File: config.mk
export PLATFORM = sky130hd
export DESIGN_NAME = alu_mdu_seq_flat
export DESIGN_NICKNAME = d
export VERILOG_FILES = /design/src/rtl/alu_mdu_seq_pkg.sv /design/src/rtl/alu_mdu_seq_if.sv /design/src/rtl/alu_mdu_seq_div_iter.sv /design/src/rtl/alu_mdu_seq.sv /design/src/flat_wrapper.sv
export SDC_FILE = /design/constraint.sdc
export NUM_CORES = 2
export LEC_CHECK = 0
export ABC_AREA = 0
export BUFFER_PORTS_ARGS = -buffer_cell sky130_fd_sc_hd__buf_2
export CAP_MARGIN = 10
export CELL_PAD_IN_SITES_DETAIL_PLACEMENT = 0
export CELL_PAD_IN_SITES_GLOBAL_PLACEMENT = 2
export CORE_ASPECT_RATIO = 2
export CORE_MARGIN = 4
export CORE_UTILIZATION = 30
export DETAILED_ROUTE_END_ITERATION = 12
export GPL_ROUTABILITY_DRIVEN = 1
export HOLD_SLACK_MARGIN = 0.02
export PLACE_DENSITY_LB_ADDON = 0.08
export SYNTH_ARGS = -nofsm -noshare
export SYNTH_HDL_FRONTEND = slang
export SYNTH_SLANG_ARGS = --single-unit
File: constraint.sdc
create_clock -name clk -period 12.3 [get_ports clk]
set_input_delay 2.46 -clock clk [delete_from_list [all_inputs] [get_ports clk]]
set_output_delay 2.46 -clock clk [all_outputs]
set_load 0.01 [all_outputs]
File: src/rtl/alu_mdu_seq_pkg.sv
// Shared opcode encoding for the RV32IM execute-stage ALU/MDU.
// Base ALU, branch-compare and M-extension operations share one 5-bit space.
package alu_mdu_seq_pkg;

    typedef enum logic [4:0] {
        ALU_ADD  = 5'd0,
        ALU_SUB  = 5'd1,
        ALU_SLL  = 5'd2,
        ALU_SLT  = 5'd3,
        ALU_SLTU = 5'd4,
        ALU_XOR  = 5'd5,
        ALU_SRL  = 5'd6,
        ALU_SRA  = 5'd7,
        ALU_OR   = 5'd8,
        ALU_AND  = 5'd9,
        ALU_LUI  = 5'd10,
        B_BEQ    = 5'd11,
        B_BNE    = 5'd12,
        B_BLT    = 5'd13,
        B_BGE    = 5'd14,
        B_LTU    = 5'd15,
        B_GEU    = 5'd16,
        MUL      = 5'd17,
        MULH     = 5'd18,
        MULHSU   = 5'd19,
        MULHU    = 5'd20,
        DIV      = 5'd21,
        DIVU     = 5'd22,
        REM      = 5'd23,
        REMU     = 5'd24
    } alu_op_t;

    function automatic logic isDivOp(alu_op_t op);
        return op inside {DIV, DIVU, REM, REMU};
    endfunction

endpackage

File: src/rtl/alu_mdu_seq_if.sv
// Operand/result handshake bundle between ID/EX and EX/MEM around alu_mdu_seq.
interface alu_mdu_seq_if import alu_mdu_seq_pkg::*; #(parameter int WIDTH = 32) ();

    logic             in_valid;
    logic             in_ready;
    alu_op_t          control;
    logic [WIDTH-1:0] left_operand;
    logic [WIDTH-1:0] right_operand;
    logic             out_valid;
    logic             out_ready;
    logic [WIDTH-1:0] result;
    logic             zero_flag;
    logic             branch_taken;

    modport master (
        output in_valid, control, left_operand, right_operand, out_ready,
        input  in_ready, out_valid, result, zero_flag, branch_taken
    );

    modport slave (
        input  in_valid, control, left_operand, right_operand, out_ready,
        output in_ready, out_valid, result, zero_flag, branch_taken
    );

endinterface

File: src/rtl/alu_mdu_seq_div_iter.sv
// Radix-2 restoring divider on operand magnitudes, one quotient bit per cycle.
// The first bit is produced on the start edge so quo/rem are ready WIDTH cycles later.
module div_iter import alu_mdu_seq_pkg::*; #(
    parameter int WIDTH = 32,
    parameter int CNT_W = $clog2(WIDTH) + 1
) (
    input  logic             clk,
    input  logic             reset_n,
    input  logic             abort_i,
    input  logic             start_i,
    input  logic [WIDTH-1:0] dividend_i,
    input  logic [WIDTH-1:0] divisor_i,
    input  logic             is_signed_i,
    output logic             busy_o,
    output logic             done_o,
    output logic [WIDTH-1:0] quo_o,
    output logic [WIDTH-1:0] rem_o
);

    logic             busy_q, negQ_q, negR_q;
    logic [CNT_W-1:0] cnt_q;
    logic [WIDTH-1:0] rem_q, quo_q, dsr_q;

    logic             dvdNeg, dsrNeg;
    logic [WIDTH-1:0] remSrc, quoSrc, dsrSrc, remNext, quoNext;
    logic [WIDTH:0]   shifted, diff;

    always_comb begin
        dvdNeg  = is_signed_i && dividend_i[WIDTH-1];
        dsrNeg  = is_signed_i && divisor_i[WIDTH-1];
        remSrc  = start_i ? '0 : rem_q;
        quoSrc  = start_i ? (dvdNeg ? -dividend_i : dividend_i) : quo_q;
        dsrSrc  = start_i ? (dsrNeg ? -divisor_i : divisor_i) : dsr_q;
        shifted = {remSrc, quoSrc[WIDTH-1]};
        diff    = shifted - {1'b0, dsrSrc};
        remNext = diff[WIDTH] ? shifted[WIDTH-1:0] : diff[WIDTH-1:0];
        quoNext = {quoSrc[WIDTH-2:0], ~diff[WIDTH]};
    end

    // A zero divisor never flips the quotient sign, so it stays all ones.
    always_ff @(posedge clk) begin
        if (!reset_n || abort_i) begin
            busy_q <= 1'b0;
            cnt_q  <= '0;
            rem_q  <= '0;
            quo_q  <= '0;
            dsr_q  <= '0;
            negQ_q <= 1'b0;
            negR_q <= 1'b0;
        end else if (start_i) begin
            busy_q <= 1'b1;
            cnt_q  <= CNT_W'(WIDTH - 1);
            rem_q  <= remNext;
            quo_q  <= quoNext;
            dsr_q  <= dsrSrc;
            negQ_q <= (dvdNeg ^ dsrNeg) && (divisor_i != '0);
            negR_q <= dvdNeg;
        end else if (busy_q) begin
            if (cnt_q == '0) begin
                busy_q <= 1'b0;
            end else begin
                cnt_q <= cnt_q - CNT_W'(1);
                rem_q <= remNext;
                quo_q <= quoNext;
            end
        end
    end

    assign busy_o = busy_q;
    assign done_o = busy_q && (cnt_q == '0);
    assign quo_o  = negQ_q ? -quo_q : quo_q;
    assign rem_o  = negR_q ? -rem_q : rem_q;

endmodule

File: src/rtl/alu_mdu_seq.sv
// Handshaked RV32IM execute unit: single-cycle ALU/branch/MUL ops and an iterative divider.
module alu_mdu_seq import alu_mdu_seq_pkg::*; #(
    parameter int WIDTH     = 32,
    parameter int SHAMT_W   = $clog2(WIDTH),
    parameter bit FAST_DIV0 = 1'b1
) (
    input  logic clk,
    input  logic reset_n,
    input  logic flush_i,
    alu_mdu_seq_if.slave bus
);

    typedef enum logic [1:0] {IDLE, DIV_BUSY, DONE} mdu_state_t;

    mdu_state_t       state_q, state_d;
    logic [WIDTH-1:0] result_q, result_d;
    logic             zero_q, zero_d, br_q, br_d, isRem_q, isRem_d;

    logic             accept, divStart, divBusy, divDone;
    logic [WIDTH-1:0] divQuo, divRem, divRes;
    logic [WIDTH-1:0] opA, opB, aluRes;
    logic [SHAMT_W-1:0] shamt;
    logic [2*WIDTH-1:0] mulA, mulB, prod;
    logic             brTaken, fastDiv, divZero, divOvf;

    assign bus.in_ready  = (state_q == IDLE) || (state_q == DONE && bus.out_ready);
    assign bus.out_valid = (state_q == DONE);
    assign bus.result       = result_q;
    assign bus.zero_flag    = zero_q;
    assign bus.branch_taken = br_q;
    assign accept = bus.in_valid && bus.in_ready && !flush_i;
    assign divRes = isRem_q ? divRem : divQuo;

    // One shared 2*WIDTH multiplier; operand extension selects the signedness of MULH*.
    always_comb begin
        opA     = bus.left_operand;
        opB     = bus.right_operand;
        shamt   = opB[SHAMT_W-1:0];
        mulA    = {{WIDTH{(bus.control inside {MULH, MULHSU}) && opA[WIDTH-1]}}, opA};
        mulB    = {{WIDTH{(bus.control == MULH) && opB[WIDTH-1]}}, opB};
        prod    = mulA * mulB;
        divZero = (opB == '0);
        divOvf  = (bus.control inside {DIV, REM}) && (opA == {1'b1, {(WIDTH-1){1'b0}}}) && (opB == '1);
        fastDiv = FAST_DIV0 && (divZero || divOvf);
        brTaken = 1'b0;
        aluRes  = '0;
        unique case (bus.control)
            ALU_ADD:  aluRes = opA + opB;
            ALU_SUB:  aluRes = opA - opB;
            ALU_SLL:  aluRes = opA << shamt;
            ALU_SLT:  aluRes = WIDTH'($signed(opA) < $signed(opB));
            ALU_SLTU: aluRes = WIDTH'(opA < opB);
            ALU_XOR:  aluRes = opA ^ opB;
            ALU_SRL:  aluRes = opA >> shamt;
            ALU_SRA:  aluRes = WIDTH'($signed(opA) >>> shamt);
            ALU_OR:   aluRes = opA | opB;
            ALU_AND:  aluRes = opA & opB;
            ALU_LUI:  aluRes = opB;
            B_BEQ:    brTaken = (opA == opB);
            B_BNE:    brTaken = (opA != opB);
            B_BLT:    brTaken = ($signed(opA) < $signed(opB));
            B_BGE:    brTaken = ($signed(opA) >= $signed(opB));
            B_LTU:    brTaken = (opA < opB);
            B_GEU:    brTaken = (opA >= opB);
            MUL:      aluRes = prod[WIDTH-1:0];
            MULH, MULHSU, MULHU: aluRes = prod[2*WIDTH-1:WIDTH];
            DIV, DIVU, REM, REMU: begin
                if (divZero)
                    aluRes = (bus.control inside {REM, REMU}) ? opA : '1;
                else if (divOvf)
                    aluRes = (bus.control == REM) ? '0 : opA;
            end
            default:  aluRes = '0;
        endcase
        if (bus.control inside {B_BEQ, B_BNE, B_BLT, B_BGE, B_LTU, B_GEU})
            aluRes = WIDTH'(brTaken);
    end

    // Next-state: consume and accept may coincide in DONE, giving back-to-back issue.
    always_comb begin
        state_d  = state_q;
        result_d = result_q;
        zero_d   = zero_q;
        br_d     = br_q;
        isRem_d  = isRem_q;
        divStart = 1'b0;
        if (flush_i) begin
            state_d = IDLE;
        end else begin
            if (state_q == DONE && bus.out_ready)
                state_d = IDLE;
            if (state_q == DIV_BUSY) begin
                if (divDone) begin
                    state_d  = DONE;
                    result_d = divRes;
                    zero_d   = (divRes == '0);
                    br_d     = 1'b0;
                end else if (!divBusy) begin
                    state_d = IDLE;
                end
            end
            if (accept) begin
                if (isDivOp(bus.control) && !fastDiv) begin
                    state_d  = DIV_BUSY;
                    divStart = 1'b1;
                    isRem_d  = bus.control inside {REM, REMU};
                end else begin
                    state_d  = DONE;
                    result_d = aluRes;
                    zero_d   = (aluRes == '0);
                    br_d     = brTaken;
                end
            end
        end
    end

    always_ff @(posedge clk) begin
        if (!reset_n) begin
            state_q  <= IDLE;
            result_q <= '0;
            zero_q   <= 1'b0;
            br_q     <= 1'b0;
            isRem_q  <= 1'b0;
        end else begin
            state_q  <= state_d;
            result_q <= result_d;
            zero_q   <= zero_d;
            br_q     <= br_d;
            isRem_q  <= isRem_d;
        end
    end

    div_iter #(.WIDTH(WIDTH), .CNT_W(SHAMT_W + 1)) u_div (
        .clk        (clk),
        .reset_n    (reset_n),
        .abort_i    (flush_i),
        .start_i    (divStart),
        .dividend_i (opA),
        .divisor_i  (opB),
        .is_signed_i(bus.control inside {DIV, REM}),
        .busy_o     (divBusy),
        .done_o     (divDone),
        .quo_o      (divQuo),
        .rem_o      (divRem)
    );

endmodule

File: src/flat_wrapper.sv
// flat-port wrapper written by rule: the top's interface ports become plain ports
module alu_mdu_seq_flat import alu_mdu_seq_pkg::*;
#(
    parameter int WIDTH     = 32,
    parameter int SHAMT_W   = $clog2(WIDTH),
    parameter bit FAST_DIV0 = 1'b1
)
  (clk, reset_n, flush_i, bus_in_valid, bus_control, bus_left_operand, bus_right_operand, bus_out_ready, bus_in_ready, bus_out_valid, bus_result, bus_zero_flag, bus_branch_taken);
  alu_mdu_seq_if #(.WIDTH(WIDTH)) bus_i ();
  input  logic clk;
  input  logic reset_n;
  input  logic flush_i;
  input wire logic [$bits(bus_i.in_valid)-1:0] bus_in_valid;
  input wire logic [$bits(bus_i.control)-1:0] bus_control;
  input wire logic [$bits(bus_i.left_operand)-1:0] bus_left_operand;
  input wire logic [$bits(bus_i.right_operand)-1:0] bus_right_operand;
  input wire logic [$bits(bus_i.out_ready)-1:0] bus_out_ready;
  output wire logic [$bits(bus_i.in_ready)-1:0] bus_in_ready;
  output wire logic [$bits(bus_i.out_valid)-1:0] bus_out_valid;
  output wire logic [$bits(bus_i.result)-1:0] bus_result;
  output wire logic [$bits(bus_i.zero_flag)-1:0] bus_zero_flag;
  output wire logic [$bits(bus_i.branch_taken)-1:0] bus_branch_taken;
  assign bus_i.in_valid = bus_in_valid;
  assign bus_i.control = bus_control;
  assign bus_i.left_operand = bus_left_operand;
  assign bus_i.right_operand = bus_right_operand;
  assign bus_i.out_ready = bus_out_ready;
  assign bus_in_ready = bus_i.in_ready;
  assign bus_out_valid = bus_i.out_valid;
  assign bus_result = bus_i.result;
  assign bus_zero_flag = bus_i.zero_flag;
  assign bus_branch_taken = bus_i.branch_taken;
  alu_mdu_seq #(.WIDTH(WIDTH), .SHAMT_W(SHAMT_W), .FAST_DIV0(FAST_DIV0)) u_core (.clk(clk), .reset_n(reset_n), .flush_i(flush_i), .bus(bus_i));
endmodule
# After elaboration in Yosys (flattened, before gate mapping)

Cells that the tools add are included.
Widths: inputs -> output; s select.

Shifts and indexed selects: 3
Eq/ne operators: 31
Bitwise gates (word level): 8
$lt $le $gt $ge: 4
Mux-type cells: 49
Div/mod/pow operators: 0
Multipliers: 1
Add/sub/neg operators: 8
Reduce and logical (&&, ||, !) cells: 38

Operator list:

| cell                 | number |
|---|---|
| $mux 32              | 24 |
| $pmux 32 s14         | 1 |
| $neg 32->32          | 4 |
| $logic_not 32->1     | 3 |
| $eq 32x32->1 const B | 2 |
| $ge 32x32->1         | 2 |
| $lt 32x32->1         | 2 |
| $mul 33x33->64       | 1 |
| $eq 5x5->1 const B   | 9 |
| $eq 5x4->1 const B   | 8 |
| $sub 33x32->33       | 1 |
| $add 32x32->32       | 1 |
| $and 32x32->32       | 1 |
| $eq 32x32->1         | 1 |
| $ne 32x32->1         | 1 |
| $or 32x32->32        | 1 |
| $reduce_bool 32->1   | 1 |
| $shl 32x5->32        | 1 |
| $shr 32x5->32        | 1 |
| $sshr 32x5->32       | 1 |
| $sub 32x32->32       | 1 |
| $xor 32x32->32       | 1 |
| $eq 5x3->1 const B   | 4 |
| $mux 5               | 3 |
| 25 further kinds     | 67 |

Register bits after elaboration: 142
Bits in latches: 0
Bits in read-only memories: 0
Output and inout port bits: 36
RAM bits: 0
Memories kept: 0
Input bits: 74
Logic and storage cells: 155

# Logic depth before layout (Yosys ltp)

Depth after elaboration: 16
Depth in mapped cells: 36
Gate-level depth less buffers: 32

# Modules after synthesis

Synthesis repeated with hierarchy kept, for this count alone.

Cells, all modules: 7398
Area, all modules: 59435.8 um^2

Modules (own cells, without submodules):

| module      | area an instance (um^2) | instances | sequential area each (um^2) | cells each |
|---|---|---|---|---|
| alu_mdu_seq | 50718.6                 | 1         | 740.7                       | 6223 |
| div_iter    | 8717.1                  | 1         | 2102.0                      | 1175 |

# Worst setup path after synthesis

OpenSTA, ideal clock, no wires.

Path kind: in2reg
Start: input port bus_right_operand[3]
End: register u_core.zero_q (netlist: u_core.bus.zero_flag)
Setup slack: 0.125 ns
Library setup time: 0.084 ns
Stages on the path: 32
Buffers on the path: 7
Data required time: 12.216 ns
Arrival time: 12.090 ns
Cells stage by stage: clkbuf_1 clkbuf_1 clkbuf_1 buf_1 buf_1 clkbuf_1 nand3_1 fa_1 fa_1 inv_1 fa_1 inv_1 fa_1 inv_1 fa_1 fa_1 fa_1 inv_1 fa_1 inv_1 ha_1 clkbuf_1 mux2i_1 o221ai_1 a311oi_1 o21ai_0 a211oi_1 o211ai_1 or4_1 nor4b_2 nand4_1 o31ai_2

Word-level cells in the longest chain between the ends: 9
Elaborated cells between the ends (all ways): 29
Those cells by class: add/sub: 2; mul: 1; order compare: 4; eq/ne: 3; shift: 3; mux: 7; bitwise: 3; reduce/logical: 6

Ends and longest elaborated chain:

| item                                                                   | RTL line           | RTL |
|---|---|---|
| start: declaration                                                     | flat_wrapper.sv:16 | `input wire logic [$bits(bus_i.right_operand)-1:0] bus_right_operand;` |
| parallel branches: the longest is 7 deep, another holds $mul 33x33->64 | --                 |  |
| $mux 1 (*)                                                             | alu_mdu_seq.sv:103 | `if (isDivOp(bus.control) && !fastDiv) begin` |
| $mux 1 (*)                                                             | alu_mdu_seq.sv:102 | `if (accept) begin` |
| end signal: assignment                                                 | alu_mdu_seq.sv:127 | `zero_q <= zero_d;` |
| end: declaration                                                       | alu_mdu_seq.sv:17  | `logic zero_q, zero_d, br_q, br_d, isRem_q, isRem_d;` |

Mark *: on every way between the ends.
A chain may end at the register's enable or synchronous reset.

# Worst setup path after layout

Start: input port bus_left_operand[18]
End: register u_core.zero_q (netlist: u_core.bus.zero_flag)

Word-level cells in the longest chain between the ends: 10
Elaborated cells between the ends (all ways): 31
Those cells by class: add/sub: 2; mul: 1; order compare: 4; eq/ne: 3; shift: 3; mux: 9; bitwise: 3; reduce/logical: 6

Ends and longest elaborated chain:

| item                                                                   | RTL line           | RTL |
|---|---|---|
| start: declaration                                                     | flat_wrapper.sv:15 | `input wire logic [$bits(bus_i.left_operand)-1:0] bus_left_operand;` |
| parallel branches: the longest is 8 deep, another holds $mul 33x33->64 | --                 |  |
| $mux 1 (*)                                                             | alu_mdu_seq.sv:103 |  |
| $mux 1 (*)                                                             | alu_mdu_seq.sv:102 |  |

Marked as above.

==> flow_summary_export.csv <==
group,metric,value,unit
run_status,status,"finished, violations left",
run_status,violations,"capacitance limit, slew limit",
timing,setup_viol,0,
synth,yosys_most_used_dff,"dfxtp_1",
drt,via_count,58400,
global_route,grt_max_degree,99,
floorplan,rows,230,
placement,dp_slack,-85.9,ps
synth,synth_area,0.0594,sq mm
timing,rsz0062_at_grt,"no",
global_route,grt_pass1_vias,62100,
synth,syn_nets,8970,
cells_and_area,postLayoutCellArea,0.0676,sq mm
floorplan,core_area,0.197,sq mm
synth,synthCells,7421,
clock_tree,cts_made_buffers,25,
synth,synth_commonest_cells,"1294 x inv_1, 1128 x fa_1, 1113 x nand2_1",
cells_and_area,drive_above_1_share,12.6,%
timing,final.min_clock_period,12040,ps
synth,synth_edf_count,0,
drt,post-route-drc-count,0,
flow_run,maxCapViolCount,1,
critical_path,critPathLaunchType,"input port",
synth,yosys_warnings,0,
synth,synth_area_per_cell,8.00,sq um
placement,portBuffers,109,
synth,netlist.area_leader.share,38.0,%
clock_tree,cts_hold_buf,0,
worst_hold_path,whs_path_depth,2,
synth,synth_top_area_cell,"fa_1",
synth,synth_compound_area_share,13.3,%
floorplan,die_w,323,um
timing,worst-slew-pin-transition,1510,ps
cells_and_area,instances_no_fill,10300,
critical_path,critPathArrivalTime,12480,ps
critical_path,worstPathMaxFanout,8,
clock_tree,cts_setup_buffers,0,
critical_path,crit_path_max_incr_delay,710,ps
placement,globalplace.congestion,1.03,
cells_and_area,fillers,21200,
synth,yosys.cell_types.count,95,
placement,hpwl,331,mm
global_route,grt_antenna_before_repair,47,
floorplan,die-area,0.205,sq mm
critical_path,critical_path_class,"input port to flop",
floorplan,start_util,30.2,%
critical_path,worst_path_most_repeated_cell,"fa_1",
clock_tree,clock_latency,520,ps
synth,ys_seq_area_share,4.79,%
cells_and_area,multi_input_area,0.0498,sq mm
synth,async_reset_ff_share,0,%
timing,maxSlewHeadroom,-0.633,%
synth,synth_simple_gate_area_share,17.7,%
clock_tree,cts.path.max_buffers,3,
critical_path,end_kind,"flop",
clock_tree,tritoncts,"built",
synth,synth_top_family_by_area,"adder cells",
global_route,groute.usage.overall,38.8,%
floorplan,pin_count,110,
global_route,grt-ovfl-total,0,
synth,yosysMostFrequentCell,"inv_1",
synth,muxShareOfSynthArea,3.95,%
critical_path,worstRegToRegCells,23,
cells_and_area,ff_latch_area,0.00284,sq mm
drt,antenna_left,0,
synth,ys_ff_latch,142,
placement,placed_area,0.0668,sq mm
placement,place_inst,10200,
clock_tree,cts_sinks,142,
drt,avgViaCountPerCell,5.68,
critical_path,crit_required,12740,ps
timing,fmax,83.1,MHz
clock_tree,clk_pin_slew,80,ps
clock_tree,cts-htree-levels,4,
critical_path,cp_slowest_cell,"buf_2",
clock_tree,ctsResizeCount,0,
worst_hold_path,hold_class,"flop to flop",
global_route,grt_pass1_wl,539,mm
clock_tree,cts_root_buffer,"clkbuf_16",
timing,drv_slew,1,
synth,synth_fa_ha_area_share,45.4,%
synth,synth_area_leaders,"fa_1 38%, inv_1 8.2%, ha_1 7.3%",
timing,fin_ws,261,ps
drt,wl_per_cell,38.9,um
drt,first_iter_violations,4823,
timing,hold_viol,0,
timing,fin_crit_sh,97.9,%
floorplan,die_h,637,um
synth,synth_xor_area_share,3.32,%
drt,wl,400,mm
cells_and_area,syn2layout_area_growth,13.9,%
drt,dr.pass1.iters,8,
cells_and_area,fin_nets,9250,
timing,skew,28.9,ps
==> placed cells by master, fill, tap and decap left out, types with 81 or more instances in the layout <==
master and instances:
o21ai_0 225, ha_1 347, buf_4 607, nand2_1 1109, fa_1 1128, dfxtp_1 141, xnor2_1 154, a21oi_1 289
nand4_1 81, nor2_1 696, buf_2 108, inv_1 1293, mux2i_1 90, nand3_1 86
==> cell type report <==
class	instances	share of cell area (%)
Multi-Input combinational cell	5449	73.7
Timing Repair Buffer	762	8.90
Inverter	1321	7.33
Tap cell	2552	4.72
Sequential cell	142	4.20
Clock buffer	29	0.977
Clock inverter	4	0.107
Antenna cell	28	0.104
==> path summary, 6_finish.rpt <==
kind	from	end	slack, ps
worst max-delay path	bus_left_operand[18]	u_core.bus.zero_flag	260
worst min-delay path	u_core.u_div.negR_q	u_core.u_div.negR_q	460
worst max register to register	u_core.state_q[1]	u_core.u_div.rem_q[16]	5800
worst min register to register	u_core.u_div.negR_q	u_core.u_div.negR_q	460
==> state kept, by name, summed over array words and instances, names as in the netlist <==
name	count
u_core.u_div.negQ_q	1
u_core.bus.zero_flag	1
u_core.isRem_q	1
u_core.u_div.dsr_q	32
u_core.bus.result	32
u_core.u_div.cnt_q	6
u_core.u_div.quo_q	32
u_core.u_div.negR_q	1
u_core.bus.branch_taken	1
u_core.u_div.rem_q	32
u_core.state_q	2
u_core.u_div.busy_o	1
==> layer usage <==
layer | track usage [%] | wire, um | part of all wire (%) | vias to the layer above
met5 | 0 | 88 | 0.022 | -
met4 | 39.5 | 51200 | 13 | 14
met3 | 6.90 | 21400 | 5.4 | 1104
met2 | 66.1 | 195000 | 49 | 2533
met1 | 38.9 | 132000 | 33 | 30400
li1 | - | - | - | 24300
==> critical path: cells and delay by family <==
family	cells	cell delay, ps
buffers and inverters	8	1820
and+or+nand+nor	3	790
AOI/OAI and AO/OA	8	2520
adders and majority gates	10	4850
==> stage by stage <==
stage / util, % / hold WS [ps] / TNS (ps)
2_1_floorplan: - / 466 / 0
3_3_place_gp: 34.0 / 450 / -592
3_5_place_dp: 34.0 / 457 / -85.9
4_1_cts: 34.3 / 467 / 0
5_1_grt: 34.4 / 496 / 0
6_report: 34.4 / 464 / 0
==> kinds of logic (layout without fill, tap and decap cells) <==
family | count (synthesis) | count (layout)
AO/OA/AOI/OAI | 1173 | 1173
other | 0 | 28
XOR/XNOR | 225 | 225
buffers and inverters | 1830 | 2116
AND/OR/NAND/NOR | 2405 | 2405
adder cells (fa/ha/maj) | 1475 | 1475
flip-flops | 142 | 142
multiplexers | 171 | 171
Power is not shown: default switching activity piles up to over one toggle a cycle in this logic, so the estimate is an artifact.
